[config.mk]
export PLATFORM = sky130hd
export DESIGN_NAME = demux_scan_flat
export DESIGN_NICKNAME = d
export VERILOG_FILES = /design/src/rtl/demux_scan_if.sv /design/src/rtl/demux_scan.sv /design/src/flat_wrapper.sv
export SDC_FILE = /design/constraint.sdc
export NUM_CORES = 1
export LEC_CHECK = 0
export CORE_ASPECT_RATIO = 0.7
export CORE_MARGIN = 2
export CORE_UTILIZATION = 45
export CTS_CLUSTER_DIAMETER = 50
export DETAILED_ROUTE_END_ITERATION = 7
export PLACE_DENSITY = 0.79
export SYNTH_ARGS = -nofsm -noshare
export SYNTH_HDL_FRONTEND = slang
export SYNTH_SLANG_ARGS = --single-unit
[constraint.sdc]
create_clock -name clk -period 3.6 [get_ports clk]
set_clock_uncertainty 0.15 [all_clocks]
set_input_delay 0.36 -clock clk [delete_from_list [all_inputs] [get_ports clk]]
set_output_delay 0.36 -clock clk [all_outputs]
set_load 0.05 [all_outputs]
[src/rtl/demux_scan_if.sv]
// Control/data bundle for demux_scan: the driver side uses master, the router uses slave.
interface demux_scan_if #(
   parameter int N_CH    = 32,
   parameter int SEL_W   = 5,
   parameter int DWELL_W = 16
);
   logic               data_in;
   logic [SEL_W-1:0]   sel;
   logic               sel_load;
   logic [1:0]         mode;
   logic [DWELL_W-1:0] dwell;
   logic               start;
   logic               stop;
   logic [N_CH-1:0]    data_out;
   logic [SEL_W-1:0]   cur_ch;
   logic               busy;
   logic               wrap;
   logic               sel_err;

   modport master (
      output data_in, sel, sel_load, mode, dwell, start, stop,
      input  data_out, cur_ch, busy, wrap, sel_err
   );

   modport slave (
      input  data_in, sel, sel_load, mode, dwell, start, stop,
      output data_out, cur_ch, busy, wrap, sel_err
   );
endinterface

[src/rtl/demux_scan.sv]
// Serial 1-to-N_CH demultiplexer with manual hold, timed scan and single-pulse modes.
module demux_scan #(
   parameter int N_CH    = 32,
   parameter int SEL_W   = 5,
   parameter int DWELL_W = 16
) (
   input  logic          clk,
   input  logic          rst,
   demux_scan_if.slave   bus
);
   typedef enum logic [1:0] {S_IDLE, S_HOLD, S_SCAN, S_PULSE} state_t;

   state_t             r_state, w_state_next;
   logic [SEL_W-1:0]   r_cur_ch, w_cur_ch_next;
   logic [DWELL_W-1:0] r_cnt, w_cnt_next;
   logic [DWELL_W-1:0] r_dwell, w_dwell_next;
   logic               r_wrap, w_wrap_next;
   logic               r_sel_err, w_sel_err_next;
   logic [N_CH-1:0]    r_data_out, w_data_out_next;
   logic [N_CH-1:0]    w_route;
   logic [DWELL_W-1:0] w_dwell_latch;
   logic               w_sel_ok;
   logic               w_last;
   logic               w_cur_max;

   // One extra bit so N_CH itself is representable when N_CH is a power of two.
   assign w_sel_ok      = {1'b0, bus.sel} < (SEL_W+1)'(N_CH);
   assign w_last        = (r_cnt == r_dwell - DWELL_W'(1));
   assign w_cur_max     = (r_cur_ch == SEL_W'(N_CH - 1));
   assign w_dwell_latch = (bus.dwell == '0) ? DWELL_W'(1) : bus.dwell;

   generate
      for (genvar gi = 0; gi < N_CH; gi++) begin : g_route
         assign w_route[gi] = bus.data_in && (r_cur_ch == SEL_W'(gi));
      end
   endgenerate

   always_comb begin
      w_state_next    = r_state;
      w_cur_ch_next   = r_cur_ch;
      w_cnt_next      = r_cnt;
      w_dwell_next    = r_dwell;
      w_wrap_next     = 1'b0;
      w_sel_err_next  = 1'b0;
      w_data_out_next = '0;

      // Loading before the mode dispatch lets a simultaneous start route the new channel.
      if ((r_state == S_IDLE || r_state == S_HOLD) && bus.sel_load) begin
         if (w_sel_ok) w_cur_ch_next  = bus.sel;
         else          w_sel_err_next = 1'b1;
      end

      if (bus.stop) begin
         w_state_next = S_IDLE;
      end else begin
         if (r_state != S_IDLE) w_data_out_next = w_route;
         case (r_state)
            S_IDLE: begin
               if (bus.start) begin
                  case (bus.mode)
                     2'b00: w_state_next = S_HOLD;
                     2'b01: begin
                        w_state_next = S_SCAN;
                        w_cnt_next   = '0;
                        w_dwell_next = w_dwell_latch;
                     end
                     2'b10: begin
                        w_state_next = S_PULSE;
                        w_cnt_next   = '0;
                        w_dwell_next = w_dwell_latch;
                     end
                     default: w_state_next = S_IDLE;
                  endcase
               end
            end
            S_HOLD: w_state_next = S_HOLD;
            S_SCAN: begin
               if (w_last) begin
                  w_cnt_next = '0;
                  if (w_cur_max) begin
                     w_cur_ch_next = '0;
                     w_wrap_next   = 1'b1;
                  end else begin
                     w_cur_ch_next = r_cur_ch + SEL_W'(1);
                  end
               end else begin
                  w_cnt_next = r_cnt + DWELL_W'(1);
               end
            end
            S_PULSE: begin
               if (w_last) begin
                  w_state_next = S_IDLE;
                  w_cnt_next   = '0;
               end else begin
                  w_cnt_next = r_cnt + DWELL_W'(1);
               end
            end
            default: w_state_next = S_IDLE;
         endcase
      end
   end

   always_ff @(posedge clk or posedge rst) begin
      if (rst) begin
         r_state    <= S_IDLE;
         r_cur_ch   <= '0;
         r_cnt      <= '0;
         r_dwell    <= DWELL_W'(1);
         r_wrap     <= 1'b0;
         r_sel_err  <= 1'b0;
         r_data_out <= '0;
      end else begin
         r_state    <= w_state_next;
         r_cur_ch   <= w_cur_ch_next;
         r_cnt      <= w_cnt_next;
         r_dwell    <= w_dwell_next;
         r_wrap     <= w_wrap_next;
         r_sel_err  <= w_sel_err_next;
         r_data_out <= w_data_out_next;
      end
   end

   assign bus.data_out = r_data_out;
   assign bus.cur_ch   = r_cur_ch;
   assign bus.busy     = (r_state != S_IDLE);
   assign bus.wrap     = r_wrap;
   assign bus.sel_err  = r_sel_err;
endmodule

[src/flat_wrapper.sv]
// flat-port wrapper written by rule: the top's interface ports become plain ports
module demux_scan_flat 
#(
   parameter int N_CH    = 32,
   parameter int SEL_W   = 5,
   parameter int DWELL_W = 16
)
  (clk, rst, bus_data_in, bus_sel, bus_sel_load, bus_mode, bus_dwell, bus_start, bus_stop, bus_data_out, bus_cur_ch, bus_busy, bus_wrap, bus_sel_err);
  demux_scan_if #(.N_CH(N_CH), .SEL_W(SEL_W), .DWELL_W(DWELL_W)) bus_i ();
  input  logic clk;
  input  logic rst;
  input wire logic [$bits(bus_i.data_in)-1:0] bus_data_in;
  input wire logic [$bits(bus_i.sel)-1:0] bus_sel;
  input wire logic [$bits(bus_i.sel_load)-1:0] bus_sel_load;
  input wire logic [$bits(bus_i.mode)-1:0] bus_mode;
  input wire logic [$bits(bus_i.dwell)-1:0] bus_dwell;
  input wire logic [$bits(bus_i.start)-1:0] bus_start;
  input wire logic [$bits(bus_i.stop)-1:0] bus_stop;
  output wire logic [$bits(bus_i.data_out)-1:0] bus_data_out;
  output wire logic [$bits(bus_i.cur_ch)-1:0] bus_cur_ch;
  output wire logic [$bits(bus_i.busy)-1:0] bus_busy;
  output wire logic [$bits(bus_i.wrap)-1:0] bus_wrap;
  output wire logic [$bits(bus_i.sel_err)-1:0] bus_sel_err;
  assign bus_i.data_in = bus_data_in;
  assign bus_i.sel = bus_sel;
  assign bus_i.sel_load = bus_sel_load;
  assign bus_i.mode = bus_mode;
  assign bus_i.dwell = bus_dwell;
  assign bus_i.start = bus_start;
  assign bus_i.stop = bus_stop;
  assign bus_data_out = bus_i.data_out;
  assign bus_cur_ch = bus_i.cur_ch;
  assign bus_busy = bus_i.busy;
  assign bus_wrap = bus_i.wrap;
  assign bus_sel_err = bus_i.sel_err;
  demux_scan #(.N_CH(N_CH), .SEL_W(SEL_W), .DWELL_W(DWELL_W)) u_core (.clk(clk), .rst(rst), .bus(bus_i));
endmodule
==> impl_results.md, run 1 <==
- Status: complete, no violations
- Post_cts resized: 0
- Tot Pwr: 2770 µW
- Final period util: 0.932
- Post-synth ARST share: 1.00
- EDFF count, synth: 0
- Gr usage total: 0.197
- Fmax: a little under 300 MHz
- Synth Register Bits: 72
- Total grt overflow: 0
- Leak pwr: 0.00203 µW
- N_diodes: 0
- Synth top area share: 0.479
- Synth top cells by count: dfrtp_1 (71), nor2_1 (50), nand2_1 (24), mux2_2 (15), xnor2_1 (15)
- Max-cap violations: 0
- Worst Setup End Kind: flop
- Number of clock sinks: 72
- Final setup fails: 0
- Crit path cell chain: inv_1, ha_1, or3b_1, nor4b_1, a31oi_1, o32ai_1, or4b_4, o21ai_4, nor2_1, a22o_1
- Core box area: 0.00794 mm²
- CTS tree: yes
- Worst rel slew slack: 0.484
- Hold/Removal Path Class: in -> async
- Cells after Synth: 366
- Total number of vias: 2,932
- Die Footprint: around 0.0090 mm²
- Starting Density: 0.468
- WL final: 8760 µm
- Residual antenna-violating net count after detailed routing: 0
- CP Class: reg -> reg
- RSZ-0062 raised after global routing: no
- Io pins: 69
- Largest net degree at the start of global routing: 73
- Site row count: 27
- Vias in the first global route: ~2.8k
- Syn_area_per_cell: 10.1 µm²
- Post-DR vias/cell: 5.41
- Most frequent cell after synthesis: dfrtp_1
- Sequential share of the synthesized area: 0.486
- Setup_tns: 0 ns
- Syn_nets: a little over 400
- First-pass GRT wire length: 13,900 µm
- Hold Fails Final Rpt: 0
- Slew @ Worst Pin: 0.772 ns
- Clk slew on worst S/H paths: 0.06 ns
- Starting DRT DRC Count: 167
- # fillers: just over 600
- GP Congestion: 0.875
- Dominant cells by area after synthesis: dfrtp_1 (48%), nor2_1 (5.1%), mux2_2 (4.6%), xnor2_1 (3.5%), ha_1 (2.7%)
- Crit-path slowest cell: or4b_4
- Number of distinct library cells after synthesis: 62
- Root Buffer: clkbuf_16
- Worst-path maximum fanout: 10
- Area growth, synth to finish: 30.5%
- Synthesized cell area: 0.00371 mm²
- Warnings, synthesis: 0
- PwrDens: 571 mW/mm²
- Share of cells above drive strength 1: 0.125
- Initial antenna violation count: 0
- Post-synthesis cell type with the largest combined area: dfrtp_1
- Worst EP required: 3.67 ns
- Pins Over Slew Limit: 0
- Num CTS Buffers: 9
- Worst VDD drop: about 0.26 mV
- CP Data Arrival Time: 3.42 ns
- Hpwl dp: 6380 µm
- Crit start category: flop
- Max H-tree Level: 3
- Routed wire per std cell: 16.2 µm
- Clk_lat worst skew: about 0.33 ns
- Die Ht: 80.0 µm
- Pre-Repair DR Iteration Count: 4
- Minimum clock period: 3.36 ns
- Die W: about 110 µm
- Port Buffer Count: 67
- Post-synth top flop: dfrtp_1
- Slowest stage delay, CP: 0.56 ns
- # DRC: 0
- Clk buf depth: 2
- Final-stage net count: 473
## state kept, by name, summed over array words and instances, names as in the netlist
register	count
u_core.bus.data_out	32
u_core.bus.wrap	1
u_core.r_dwell	16
u_core.r_cnt	16
u_core.r_state	2
u_core.bus.cur_ch	5
## logic make-up (layout without fill, tap and decap cells)
family                   Yosys count  count (layout)  synth area share
AND/OR/NAND/NOR                  160             160             0.240
flip-flops                        72              72             0.486
adder cells (fa/ha/maj)            8               8            0.0270
buffers and inverters             25             100            0.0317
AO/OA/AOI/OAI                     61              61             0.113
XOR/XNOR                          23              23            0.0543
other                              1               1           0.00101
multiplexers                      16              16            0.0482
## cell type report
cell class,instances,area [µm²],area share
tap,101,126,0.0261
timing repair buffer,74,736,0.152
multi-input combinational,269,1790,0.370
clock buffer,9,225,0.0465
inverter,10,37.5,0.00775
clock inverter,7,124,0.0256
sequential,72,1800,0.372
## per-stage QoR
step	instances	util	setup WS [ns]	hold WS [ns]	cell area (µm²)
4_1_cts	539	0.607	0.150	0.297	4820
2_1_floorplan	366	-	0.674	0.276	3710
6_report	542	0.610	0.245	0.285	4840
3_5_place_dp	523	0.563	0.183	0.380	4470
3_3_place_gp	523	0.563	0.352	0.373	4470
5_1_grt	542	0.610	0.00875	0.328	4840
## cell usage in the layout (no fill, tap or decap), types with 3 or more instances in the layout
master,netlist,routed
and3_1,6,6
a21oi_1,11,11
inv_6,0,3
xor2_1,8,8
mux2_2,15,15
o31ai_1,4,4
dfrtp_1,71,71
nand3_1,12,12
buf_4,2,6
nand2b_1,5,5
nor4_1,4,4
nand4_1,5,5
bufinv_16,0,3
inv_1,10,9
xnor2_1,15,15
or2_2,3,3
a22o_1,7,7
ha_1,8,8
o21ai_0,14,14
nor2b_1,6,6
clkdlybuf4s50_1,0,67
and2_1,6,6
o21ai_1,3,3
or4_1,4,4
nor3_1,11,11
nor3b_1,5,5
nand2_1,24,24
nor2_1,50,50
clkbuf_16,0,9
## worst max-delay path: cells and delay by family (launching register included)
family / cells / cell delay, ns
adders and majority gates: 1 / 0.23
DFF: 1 / 0.44
AOI/OAI and AO/OA: 4 / 0.84
buffers and inverters: 1 / 0.09
and+or+nand+nor: 4 / 1.49
## metal layers
layer,GRT usage,part of all wire
met2,0.289,0.44
met4,0.0671,0.016
met5,0,0
met1,0.288,0.49
met3,0.0440,0.058
## power breakdown
part / total, µW / internal (µW) / switching, µW
Sequential: 1070 / 905 / 162
Combinational: 657 / 307 / 350
Clock: 1040 / 684 / 357
## worst paths after layout
kind | startpoint | end | slack (ns) | depth (start not counted)
setup / recovery | u_core.r_dwell[1] | u_core.r_cnt[6] | 0.24 | 10
max in group asynchronous | rst | u_core.r_dwell[0] | 2.70 | 3
min in group clk | u_core.r_cnt[15] | u_core.r_cnt[15] | 0.39 | 1
setup reg to reg | u_core.r_dwell[1] | u_core.r_cnt[6] | 0.24 | 10
hold / removal | rst | u_core.bus.data_out[17] | 0.28 | 3
hold reg to reg | u_core.r_cnt[15] | u_core.r_cnt[15] | 0.39 | 1
## timing repair
item / 4_1_cts / 5_1_grt
endpoints found under the setup margin: 0 / 4
setup buffers: 0 / 3
hold endpoints to repair: 0 / 0
hold buffers: 0 / 0
(Power assumes the default switching activity.)
==> inputs of run 2 (changes only) <==
--- a/config.mk
+++ b/config.mk
@@ -10,7 +10,8 @@
 export CORE_UTILIZATION = 45
 export CTS_CLUSTER_DIAMETER = 50
 export DETAILED_ROUTE_END_ITERATION = 7
-export PLACE_DENSITY = 0.79
+export DONT_BUFFER_PORTS = 1
+export PLACE_DENSITY = 0.69
 export SYNTH_ARGS = -nofsm -noshare
 export SYNTH_HDL_FRONTEND = slang
 export SYNTH_SLANG_ARGS = --single-unit
==> impl_results.md, run 2 (synthesized netlist as in run 1, its figures left out) <==
- Setup_tns: 0 ns (unchanged)
- Fmax: 301 MHz (+1.0%)
- Clk buf depth: 2 (unchanged)
- Max-cap violations: 0 (unchanged)
- Crit path cell chain: inv_1, ha_1, or3b_1, nor4b_1, a31oi_1, o32ai_1, or4b_4, o21ai_4, nor2_1, a22o_1
- Hold/Removal Path Class: in -> reg
- N_diodes: 0 (unchanged)
- Worst Setup End Kind: flop
- Die Ht: 80.0 µm (unchanged)
- RSZ-0062 raised after global routing: no
- Io pins: 69 (unchanged)
- Total number of vias: 2,747 (-6.3%)
- Initial antenna violation count: 0 (unchanged)
- Pre-Repair DR Iteration Count: 4 (unchanged)
- Site row count: 27 (unchanged)
- Num CTS Buffers: 9 (unchanged)
- Starting DRT DRC Count: 202 (+21%)
- Crit-path slowest cell: or4b_4
- Minimum clock period: 3.32 ns (-0.0343 ns)
- Worst r2r src: u_core.r_dwell[1]
- Slew @ Worst Pin: 0.775 ns (+0.00290 ns)
- Post-place setup slack: 0.234 ns (+0.0512 ns)
- # DRC: 0 (unchanged)
- Max reg flops: 32 (unchanged)
- Largest net degree at the start of global routing: 42 (-42%)
- Commonest non-fill, non-tap cell in the layout: dfrtp_1
- Footprint of the multi-input gates: 0.00180 mm² (+0.35%)
- Hold path depth: 1
- GP Congestion: 0.946 (+8.1%)
- Reg2Reg Setup Slack: 0.28 ns (+0.03 ns)
- WHS Endpoint: u_core.r_dwell[10]
- Setup WS post-layout: 0.279 ns (+0.0343 ns)
- Final-stage net count: 407 (-14%)
- Number of clock sinks: 72 (unchanged)
- Worst EP required: 3.66 ns (about the same)
- Hold Fails Final Rpt: 0 (unchanged)
- Slowest stage delay, CP: 0.56 ns (about the same)
- Pins Over Slew Limit: 0 (unchanged)
- Gr usage total: 0.189 (-0.00769)
- # fillers: 680 (+9.3%)
- WL final: 8190 µm (-6.5%)
- First-pass GRT wire length: 13,400 µm (-3.7%)
- Total grt overflow: 0 (unchanged)
- Starting Density: 0.468 (unchanged)
- Worst rel slew slack: 0.482 (-0.00193)
- Die W: 113 µm (unchanged)
- Die Footprint: 0.00900 mm² (unchanged)
- Area growth, synth to finish: 10.9%
- CP Data Arrival Time: 3.38 ns (-0.04 ns)
- Final period util: 0.922 (-0.00952)
- Port Buffer Count: 0 (-100%)
- Max H-tree Level: 3 (unchanged)
- Routed wire per std cell: 17.2 µm (+6.4%)
- Worst VDD drop: 0.357 mV (+35%)
- Share of cells above drive strength 1: 0.144 (+0.0193)
- Hpwl dp: 5940 µm (-6.9%)
- Sequential cell area: 0.00180 mm² (unchanged)
- Final setup fails: 0 (unchanged)
- Leak pwr: 0.00176 µW (-13%)
- CTS tree: yes
- Critical R2R Capture: u_core.r_cnt[3]
- Crit start category: flop
- Status: complete, no violations
- Worst reg2reg path depth: 10 (unchanged)
- CP Class: reg -> reg
- Buf/Inv on CP: 1 (unchanged)
- Most frequent cells in the layout: dfrtp_1 (71), nor2_1 (50), nand2_1 (24), mux2_2 (15), xnor2_1 (15)
- Vias in the first global route: 2,614 (-6.3%)
- Clk_lat worst skew: 0.33 ns (about the same)
- Residual antenna-violating net count after detailed routing: 0 (unchanged)
- Post-DR vias/cell: 5.77 (+6.7%)
- Root Buffer: clkbuf_16
- Critical hold path startpoint: bus_dwell[10]
- Clk slew on worst S/H paths: 0.07 ns (about the same)
- Worst-path maximum fanout: 10 (unchanged)
- Core box area: 0.00794 mm² (unchanged)
- Top delay family on crit path: simple AND/OR/NAND/NOR gates
- Hold slack: 0.0237 ns (-0.261 ns)
- PwrDens: 610 mW/mm² (+6.9%)
==> run 2: changes by cell type in the layout (fill, tap and decap cells not counted), sizes merged <==
cell / before / now
buf: 7 / 6
bufinv: 3 / 0
clkdlybuf4s50: 67 / 0
clkinv: 0 / 2
dlygate4sd3: 0 / 2
inv: 13 / 14
==> run 2: power by group <==
part	leakage [µW]	internal, µW	total, µW	switching (µW)
logic	0.000662	263	552	289
clock network	0.000139	481	851	370
registers	0.000959	904	1110	206
==> run 2: metrics by stage <==
step / utilization / cells / power, µW / cell area (µm²)
floorplan: - / 366 / 1540 / 3710
global placement: 0.477 / 456 / 1640 / 3790
detailed placement: 0.477 / 456 / 1660 / 3790
CTS: 0.516 / 474 / 2520 / 4100
global route: 0.519 / 476 / 2650 / 4120
finish: 0.519 / 476 / 2510 / 4120
==> run 2: per-layer routing <==
layer	vias to the layer above	global-route usage	part of all wire	wire length [µm]
met2	92	0.271	0.43	3540
met3	4	0.0425	0.060	493
met1	1352	0.287	0.50	4100
met4	0	0.0512	0.0056	46
met5	-	0	0	0
li1	1299	-	-	-
==> run 2: timing repair <==
| item | in CTS | in global routing |
|---|---|---|
| resized for setup | 0 | 1 |
| buffers inserted | 0 | 2 |
| hold endpoints to repair | 72 | 0 |
| endpoints found under the setup margin | 0 | 7 |
| hold buffers | 2 | 0 |
==> run 2: worst max-delay path by stage <==
stage                     cells past startpoint                   end  slack, ns              start
after global routing                         10       u_core.r_cnt[3]       0.09  u_core.r_dwell[1]
after detailed placement                     10       u_core.r_cnt[3]       0.23  u_core.r_dwell[1]
after CTS                                    10       u_core.r_cnt[3]       0.21  u_core.r_dwell[1]
final                                        10       u_core.r_cnt[3]       0.28  u_core.r_dwell[1]
after floorplan                              11  u_core.bus.cur_ch[0]       0.67  u_core.r_dwell[1]
after global placement                       10       u_core.r_cnt[6]       0.33  u_core.r_dwell[1]
==> run 2: area by class of cell <==
cell class	instances	area share
clock buffer	9	0.0547
multi-input combinational	269	0.437
clock inverter	7	0.0152
inverter	10	0.00912
sequential	72	0.438
timing repair buffer	8	0.0158
tap	101	0.0307
==> run 2: worst reg2reg max path, cell delays in order (launching register included) <==
cell     delay, ns
dfrtp_1       0.43
inv_1         0.08
ha_1          0.23
or3b_1        0.44
nor4b_1       0.32
a31oi_1       0.08
o32ai_1       0.18
or4b_4        0.56
o21ai_4       0.26
nor2_1        0.18
a22o_1        0.29
